--- config.mk ---
export PLATFORM = sky130hd
export DESIGN_NAME = instr_encoder_writer_flat
export DESIGN_NICKNAME = d
export VERILOG_FILES = /design/src/rtl/instr_encoder_writer_if.sv /design/src/rtl/instr_encoder_writer.sv /design/src/flat_wrapper.sv
export SDC_FILE = /design/constraint.sdc
export NUM_CORES = 1
export LEC_CHECK = 0
export CAP_MARGIN = 20
export CORE_ASPECT_RATIO = 1.1
export CORE_MARGIN = 1.5
export CORE_UTILIZATION = 39
export CTS_CLUSTER_DIAMETER = 40
export DETAILED_ROUTE_END_ITERATION = 16
export MAX_ROUTING_LAYER = met4
export PLACE_DENSITY = 0.78
export SLEW_MARGIN = 40
export SYNTH_ARGS = -nofsm -noshare
export SYNTH_HDL_FRONTEND = slang
export SYNTH_SLANG_ARGS = --single-unit
--- constraint.sdc ---
create_clock -name clk -period 1.8 [get_ports clk]
set_input_delay 0.54 -clock clk [delete_from_list [all_inputs] [get_ports clk]]
set_output_delay 0.54 -clock clk [all_outputs]
set_load 0.1 [all_outputs]
--- src/rtl/instr_encoder_writer_if.sv ---
// Purpose: bundles the instruction-field handshake and the instruction-memory
//          write bus that belong to instr_encoder_writer.
// Signals:
//   in_valid/in_ready          field handshake (ready driven by the encoder)
//   op_sel, rs, rt, rd, shamt,
//   funct, imm, target         instruction fields offered by the producer
//   mem_we, mem_addr,
//   mem_wdata                  one-cycle write strobe, word address, encoded word
// Modports:
//   master  producer of fields / observer of the memory bus (e.g. a loader or bench)
//   slave   the encoder itself
interface instr_encoder_writer_if #(
   parameter int ADDR_W = 8
);
   logic              in_valid;
   logic              in_ready;
   logic [3:0]        op_sel;
   logic [4:0]        rs;
   logic [4:0]        rt;
   logic [4:0]        rd;
   logic [4:0]        shamt;
   logic [5:0]        funct;
   logic [15:0]       imm;
   logic [25:0]       target;
   logic              mem_we;
   logic [ADDR_W-1:0] mem_addr;
   logic [31:0]       mem_wdata;

   modport master (
      output in_valid, op_sel, rs, rt, rd, shamt, funct, imm, target,
      input  in_ready, mem_we, mem_addr, mem_wdata
   );

   modport slave (
      input  in_valid, op_sel, rs, rt, rd, shamt, funct, imm, target,
      output in_ready, mem_we, mem_addr, mem_wdata
   );
endinterface

--- src/rtl/instr_encoder_writer.sv ---
// Purpose: accepts instruction fields over a valid/ready handshake, encodes
//          them into 32-bit words using the control decoder's opcode map and
//          writes the words to sequential instruction-memory addresses starting
//          at BASE_ADDR. Used to load test programs into the single-cycle core.
// Ports:
//   clk          clock, all state changes on the rising edge
//   reset        synchronous active-high reset
//   clear        synchronous soft restart, same effect as reset
//   bus          field handshake and memory write bus (slave side)
//   count        words written since reset/clear (ADDR_W+1 bits)
//   full         count has reached 2**ADDR_W; further writes are blocked
//   err_invalid  sticky: an invalid op_sel was accepted
//   err_full     sticky: in_valid was presented while full
module instr_encoder_writer #(
   parameter int                ADDR_W    = 8,
   parameter logic [ADDR_W-1:0] BASE_ADDR = '0
) (
   input  logic                   clk,
   input  logic                   reset,
   input  logic                   clear,
   instr_encoder_writer_if.slave  bus,
   output logic [ADDR_W:0]        count,
   output logic                   full,
   output logic                   err_invalid,
   output logic                   err_full
);

   typedef enum logic {IDLE, WRITE} state_t;

   localparam logic [5:0] OPC_R    = 6'b000000;
   localparam logic [5:0] OPC_LW   = 6'b100011;
   localparam logic [5:0] OPC_SW   = 6'b101011;
   localparam logic [5:0] OPC_BEQ  = 6'b000100;
   localparam logic [5:0] OPC_BNE  = 6'b100000;
   localparam logic [5:0] OPC_ADDI = 6'b000001;
   localparam logic [5:0] OPC_J    = 6'b000010;
   localparam logic [5:0] OPC_JR   = 6'b000011;
   localparam logic [5:0] OPC_JAL  = 6'b000111;
   localparam logic [5:0] OPC_JALR = 6'b001111;

   localparam logic [ADDR_W-1:0] ADDR_ONE = {{(ADDR_W-1){1'b0}}, 1'b1};
   localparam logic [ADDR_W:0]   CNT_ONE  = {{ADDR_W{1'b0}}, 1'b1};

   state_t            state_q, state_d;
   logic [ADDR_W-1:0] addr_q, addr_d;
   logic [ADDR_W:0]   count_q, count_d;
   logic [31:0]       word_q, word_d;
   logic              err_invalid_q, err_invalid_d;
   logic              err_full_q, err_full_d;

   logic [31:0]       enc_word;
   logic              enc_ok;
   logic              full_w;

   // count never exceeds 2**ADDR_W, so its MSB alone marks the full state.
   assign full_w = count_q[ADDR_W];

   // Opcode map. Each format only concatenates the fields it owns, so
   // unused inputs cannot leak into the emitted word.
   always_comb begin
      enc_word = '0;
      enc_ok   = 1'b1;
      case (bus.op_sel)
         4'd0:    enc_word = {OPC_R, bus.rs, bus.rt, bus.rd, bus.shamt, bus.funct};
         4'd1:    enc_word = {OPC_LW, bus.rs, bus.rt, bus.imm};
         4'd2:    enc_word = {OPC_SW, bus.rs, bus.rt, bus.imm};
         4'd3:    enc_word = {OPC_BEQ, bus.rs, bus.rt, bus.imm};
         4'd4:    enc_word = {OPC_BNE, bus.rs, bus.rt, bus.imm};
         4'd5:    enc_word = {OPC_ADDI, bus.rs, bus.rt, bus.imm};
         4'd6:    enc_word = {OPC_J, bus.target};
         4'd7:    enc_word = {OPC_JR, bus.rs, 21'b0};
         4'd8:    enc_word = {OPC_JAL, bus.target};
         4'd9:    enc_word = {OPC_JALR, bus.rs, 21'b0};
         default: enc_ok   = 1'b0;
      endcase
   end

   always_comb begin
      state_d       = state_q;
      addr_d        = addr_q;
      count_d       = count_q;
      word_d        = word_q;
      err_invalid_d = err_invalid_q;
      err_full_d    = err_full_q;
      case (state_q)
         IDLE: begin
            if (bus.in_valid && full_w) begin
               err_full_d = 1'b1;
            end else if (bus.in_valid) begin
               if (enc_ok) begin
                  word_d  = enc_word;
                  state_d = WRITE;
               end else begin
                  err_invalid_d = 1'b1;
               end
            end
         end
         WRITE: begin
            // The write completes at the end of this cycle; addr wraps naturally.
            addr_d  = addr_q + ADDR_ONE;
            count_d = count_q + CNT_ONE;
            state_d = IDLE;
         end
         default: state_d = IDLE;
      endcase
   end

   // clear shares the reset path, which also drops a write in flight.
   always_ff @(posedge clk) begin
      if (reset || clear) begin
         state_q       <= IDLE;
         addr_q        <= BASE_ADDR;
         count_q       <= '0;
         word_q        <= '0;
         err_invalid_q <= 1'b0;
         err_full_q    <= 1'b0;
      end else begin
         state_q       <= state_d;
         addr_q        <= addr_d;
         count_q       <= count_d;
         word_q        <= word_d;
         err_invalid_q <= err_invalid_d;
         err_full_q    <= err_full_d;
      end
   end

   assign bus.in_ready  = (state_q == IDLE) && !full_w;
   assign bus.mem_we    = (state_q == WRITE);
   assign bus.mem_addr  = addr_q;
   assign bus.mem_wdata = word_q;
   assign count         = count_q;
   assign full          = full_w;
   assign err_invalid   = err_invalid_q;
   assign err_full      = err_full_q;

endmodule

--- src/flat_wrapper.sv ---
// flat-port wrapper written by rule: the top's interface ports become plain ports
module instr_encoder_writer_flat 
#(
   parameter int                ADDR_W    = 8,
   parameter logic [ADDR_W-1:0] BASE_ADDR = '0
)
  (clk, reset, clear, count, full, err_invalid, err_full, bus_in_valid, bus_op_sel, bus_rs, bus_rt, bus_rd, bus_shamt, bus_funct, bus_imm, bus_target, bus_in_ready, bus_mem_we, bus_mem_addr, bus_mem_wdata);
  instr_encoder_writer_if #(.ADDR_W(ADDR_W)) bus_i ();
  input  logic clk;
  input  logic reset;
  input  logic clear;
  output logic [ADDR_W:0] count;
  output logic full;
  output logic err_invalid;
  output logic err_full;
  input wire logic [$bits(bus_i.in_valid)-1:0] bus_in_valid;
  input wire logic [$bits(bus_i.op_sel)-1:0] bus_op_sel;
  input wire logic [$bits(bus_i.rs)-1:0] bus_rs;
  input wire logic [$bits(bus_i.rt)-1:0] bus_rt;
  input wire logic [$bits(bus_i.rd)-1:0] bus_rd;
  input wire logic [$bits(bus_i.shamt)-1:0] bus_shamt;
  input wire logic [$bits(bus_i.funct)-1:0] bus_funct;
  input wire logic [$bits(bus_i.imm)-1:0] bus_imm;
  input wire logic [$bits(bus_i.target)-1:0] bus_target;
  output wire logic [$bits(bus_i.in_ready)-1:0] bus_in_ready;
  output wire logic [$bits(bus_i.mem_we)-1:0] bus_mem_we;
  output wire logic [$bits(bus_i.mem_addr)-1:0] bus_mem_addr;
  output wire logic [$bits(bus_i.mem_wdata)-1:0] bus_mem_wdata;
  assign bus_i.in_valid = bus_in_valid;
  assign bus_i.op_sel = bus_op_sel;
  assign bus_i.rs = bus_rs;
  assign bus_i.rt = bus_rt;
  assign bus_i.rd = bus_rd;
  assign bus_i.shamt = bus_shamt;
  assign bus_i.funct = bus_funct;
  assign bus_i.imm = bus_imm;
  assign bus_i.target = bus_target;
  assign bus_in_ready = bus_i.in_ready;
  assign bus_mem_we = bus_i.mem_we;
  assign bus_mem_addr = bus_i.mem_addr;
  assign bus_mem_wdata = bus_i.mem_wdata;
  instr_encoder_writer #(.ADDR_W(ADDR_W), .BASE_ADDR(BASE_ADDR)) u_core (.clk(clk), .reset(reset), .clear(clear), .bus(bus_i), .count(count), .full(full), .err_invalid(err_invalid), .err_full(err_full));
endmodule
* Yosys cells after proc, flatten, opt, wreduce, memory -nomap -nowiden
Cells that the tools add are included.
** Storage, ports and cells
- Flip-flop bits (word level) :: 52
- Latch bits :: 0
- Bits in writable memories :: 0
- ROM bits :: 0
- Bits of input ports :: 76
- Logic and storage cells :: 35
- Memories :: 0
** Cells by class
- Add/sub/neg operators :: 2
- $mul :: 0
- Div/mod/pow operators :: 0
- Order comparisons :: 0
- Eq/ne operators :: 9
- Shifts and indexed selects :: 0
- Muxes and demuxes :: 6
- Bitwise operators :: 3
- Reductions and logical operators :: 9
** Operators by type and width (number)
- one-hot mux 32 bit (10 select lines) :: 1
- equality test 4 x 3 -> 1 bit (second input constant) :: 4
- OR reduction 10 bit :: 1
- adder 9 x 1 -> 9 bit (second input constant) :: 1
- adder 8 x 1 -> 8 bit (second input constant) :: 1
- equality test 4 x 2 -> 1 bit (second input constant) :: 2
- equality test 4 bit (second input constant) :: 2
- AND reduction 4 bit :: 2
- equality test 4 x 1 -> 1 bit (second input constant) :: 1
- logical NOT 4 bit :: 1
- 2-to-1 mux 1 bit :: 4
- inverter 1 bit :: 3
- logical AND 1 bit :: 2
- one-hot mux 1 bit (2 select lines) :: 1
- AND reduction 2 bit :: 1
- logical NOT 1 bit :: 1
- logical OR 1 bit :: 1

* Logic depth before layout (Yosys ltp)
Gate-level depths: netlist of the first run.
- Depth in word-level cells :: 7
- Mapped depth :: 6
- Depth with buffers taken out :: 5

* Worst setup path after synthesis of the first run
Ideal clock, no wire load.
- Path type :: register to output
- From :: register u_core.state_q (netlist: u_core.bus.mem_we)
- To :: output bus_in_ready
- Arrival time :: 2343 ps
- Required time :: 1260 ps
- Setup slack :: -1083 ps
- Stages on the path, launching flop included :: 3
- Path buffers :: 1
- Cell sequence :: dfxtp_1 > clkbuf_1 > nor2_1
** Between the ends
- Longest elaborated chain between the ends :: 2
** RTL lines
- from (decl) :: line instr_encoder_writer.sv:44 : state_t state_q, state_d;
- from (signal assigned) :: line instr_encoder_writer.sv:118 : state_q <= state_d;
- inverter 1 bit :: line instr_encoder_writer.sv:127 : assign bus.in_ready = (state_q == IDLE) && !full_w;
- logical AND 1 bit :: line instr_encoder_writer.sv:127
- to (decl) :: line flat_wrapper.sv:25 : output wire logic [$bits(bus_i.in_ready)-1:0] bus_in_ready;
No other way between the ends.

* Final worst setup path of the first run
Ends and elaborated chain as after synthesis.

==> reports/qor.csv, run 1 <==
stage,metric,value,unit
setup_path,worst r2r path cells,5,
global_route,vias in the first global route,2665,
power,Power Total,2.76,mW
cells_and_area,final instance area,0.00478,mm^2
setup_path,Critical path origin,u_core.bus.mem_we$_SDFF_PP0_,
floorplan,site row count,29,
setup_path,CP Depth,3,
synth,mapped cell area,0.00239,mm^2
setup_path,Critical Path AT,1190,ps
route,DR pass1 iterations,5,
route,post-route ant nets,0,
timing,RSZ-0062 raised after global routing,no,
route,1st-iter DRT viols,188,
global_route,gr usage total,0.256,
cts,worst skew pair latency,310,ps
cts,CTS Root Cell,clkbuf_8,
global_route,initial antenna violation count,0,
setup_path,R2R Path End,u_core.bus.mem_wdata[6]$_SDFFE_PP0P_,
hold_path,Hold Path Class,flop to flop,
route,wire per inst,18.2,um
synth,dominant synthesized flop cell,dfxtp_1,
timing,hold slack final,531,ps
power,Sequential Power Share,0.431,
timing,Final setup viols,0,
synth,"top cells by area, synth","dfxtp_1 43%, a221oi_1 8.8%, o21ai_0 6.9%, nor2_1 5.2%, a21oi_1 4.8%",
floorplan,full die area,0.00661,mm^2
timing,Final Skew,8.63,ps
floorplan,Initial Utilization,0.410,
setup_path,WP buf/inv,2,
cts,H-tree levels,2,
synth,register area share after synthesis,0.427,
timing,slack of the critical path,74.3,ps
outcome,outcome,finished clean,
power,Power Density,577,mW/mm^2
timing,"Period Utilization, post-route",0.959,
setup_path,crit path to,bus_in_ready,
route,Residual DRC,0,
synth,share of Yosys cell area claimed by the top area cell type,0.427,
job,Max-cap violations,0,
global_route,grt ovf,0,
synth,Post-synth EDFFs,0,
cells_and_area,layout cells sized above 1,0.314,
timing,hold violation total from the final report,0,
hold_path,hold path depth,2,
placement,Place WS,-383,ps
timing,TNS Setup,0,ps
power,Leak,1.82,nW
cts,clock sink count,51,
synth,Synth Register Bits,51,
cells_and_area,Final Net Count,504,
timing,clock period minus worst slack,1730,ps
cts,"Hold-fix buffers, CTS",0,
floorplan,Core Footprint,0.00584,mm^2
setup_path,critical path's largest stage delay,340,ps
route,via count,2826,
placement,dpl hpwl,6000,um
cells_and_area,most frequent cells in the layout,"70 x clkdlybuf4s50_1, 58 x buf_12, 41 x dfxtp_1, 32 x o21ai_0, 31 x nor2_1",
cells_and_area,"most common cell after layout, fill and taps aside",clkdlybuf4s50_1,
power,Logic pwr share,0.313,
global_route,largest net degree at the start of global routing,26,
power,Sw Share,0.322,
synth,Synth cell types,39,
synth,synthesized net count,357,
placement,RePlAce Congestion,0.808,
cts,clk slew on worst S/H paths,90,ps
cells_and_area,Final Util,0.819,
power,internal power,1.87,mW
timing,Fmax achieved,579,MHz
setup_path,CP Cell Sequence,buf_4 -> nor2_4 -> buf_12,
placement,PortBufs,128,
cts,TritonCTS clock tree,built,
setup_path,r2r setup slk,290,ps
route,Vias/cell,5.61,
setup_path,critical path endpoint category,primary output,
floorplan,io pins,130,
floorplan,Die Wd,77.7,um
floorplan,die height,85.1,um
cts,Num CTS Buffers,5,
power,VDD IR max,0.000476,V
placement,Post-DP Area,0.00449,mm^2
power,Clk pwr share,0.256,
timing,max-slew violation count,0,
setup_path,critical path startpoint category,flop,
route,WL final,9180,um
synth,Post-Syn Area per Cell,8.57,um^2
cells_and_area,fin cells,504,
setup_path,CP max-delay cell,dfxtp_2,
cells_and_area,P&R area growth vs syn,99.9,%
setup_path,CP Data Required Time,1260,ps
setup_path,critical path class,flop to primary output,
setup_path,reg2reg start,u_core.count[8]$_SDFFE_PP0P_,
synth,Post-Syn Instances,279,
synth,post-synth top area cell,dfxtp_1,
cts,buffer levels on the longest clock path,2,
setup_path,Crit Path Max Fanout,15,
global_route,first-pass GRT wire length,13100,um
cells_and_area,antenna cells,0,
synth,Ys Warns,0,
setup_path,"delay-heaviest family, CP",buffers and inverters,
power,net switching power,0.888,mW
synth,ys async rst share,0,
placement,Placed Instances,489,
[power by group through the flow]
stage	sequential, mW	combinational [mW]	clock (mW)
floorplan	1.40	0.193	0
global placement	1.21	0.784	0
detailed placement	1.21	0.794	0
CTS	1.19	0.815	0.721
global route	1.19	0.896	0.771
finish	1.19	0.864	0.707
[synth_stat cells (all sizes together) (2+ instances only)]
library cell  count
a211oi            2
a21oi            24
a221oi           24
a31oi             3
a32oi             2
buf              13
clkbuf           12
dfxtp            51
ha                2
inv               3
mux2i             2
nand2            10
nand3            19
nand4             4
nor2             34
nor3              6
o21ai            33
or3               6
or3b              2
xnor2             6
xor2              7
[registers in the layout (all words and copies together), names as in the netlist]
register / flops
u_core.count: 9
u_core.bus.mem_addr: 8
u_core.err_invalid: 1
u_core.err_full: 1
u_core.bus.mem_we: 1
u_core.bus.mem_wdata: 31
[worst min path at each step]
| stage | startpoint | endpoint | slack [ps] |
|---|---|---|---|
| floorplan | bus_imm[0] | u_core.bus.mem_wdata[0]$_SDFFE_PP0P_ | 690 |
| global placement | u_core.bus.mem_wdata[31]$_SDFFE_PP0P_ | u_core.bus.mem_wdata[31]$_SDFFE_PP0P_ | 490 |
| detailed placement | u_core.bus.mem_wdata[31]$_SDFFE_PP0P_ | u_core.bus.mem_wdata[31]$_SDFFE_PP0P_ | 490 |
| CTS | u_core.bus.mem_wdata[31]$_SDFFE_PP0P_ | u_core.bus.mem_wdata[31]$_SDFFE_PP0P_ | 500 |
| global route | u_core.bus.mem_wdata[31]$_SDFFE_PP0P_ | u_core.bus.mem_wdata[31]$_SDFFE_PP0P_ | 550 |
| finish | u_core.bus.mem_wdata[31]$_SDFFE_PP0P_ | u_core.bus.mem_wdata[31]$_SDFFE_PP0P_ | 530 |
[metal layers]
metal	wire, um	track usage	vias to the layer above
met5	0	-	-
met4	197	0.0959	0
met3	873	0.0634	18
met2	4580	0.427	155
met1	3530	0.296	1330
li1	-	-	1323
[worst min-delay path, delay by kind of cell (launching register included)]
family | cells | cell delay, ps
AO/OA/AOI/OAI | 1 | 50
flip-flops | 1 | 360
AND/OR/NAND/NOR | 1 | 80
[final cells by class]
class,count,area [um^2]
clock buffer,7,86.3
clock inverter,1,8.76
fill,333,1060
inverter,3,11.3
multi-input combinational,200,1360
sequential,51,1030
tap,77,96.3
timing repair buffer,165,2190
[logic make-up (layout without fill, tap and decap cells)]
family                   after synthesis  in the layout  synth area share
flip-flops                            51             51             0.427
buffers and inverters                 28            176            0.0565
multiplexers                           2              2           0.00837
AND/OR/NAND/NOR                       88             88             0.186
other                                  1              1           0.00157
XOR/XNOR                              13             13            0.0476
adder cells (fa/ha/maj)                2              2            0.0105
AO/OA/AOI/OAI                         94             94             0.263
[timing repair]
item | in CTS | in global routing
gates resized for setup | 9 | 22
pin swaps | 0 | 4
setup endpoints to repair | 27 | 24
buffers inserted | 2 | 0
cloned | 1 | 4
Note: power is estimated with default switching activity, not from simulation.
==> run 2: changes to the inputs <==
--- a/config.mk
+++ b/config.mk
@@ -5,7 +5,6 @@
 export SDC_FILE = /design/constraint.sdc
 export NUM_CORES = 1
 export LEC_CHECK = 0
-export CAP_MARGIN = 20
 export CORE_ASPECT_RATIO = 1.1
 export CORE_MARGIN = 1.5
 export CORE_UTILIZATION = 39
==> results of run 2 <==
Same layout as run 1: the final DEF is identical, and so are final timing and power.
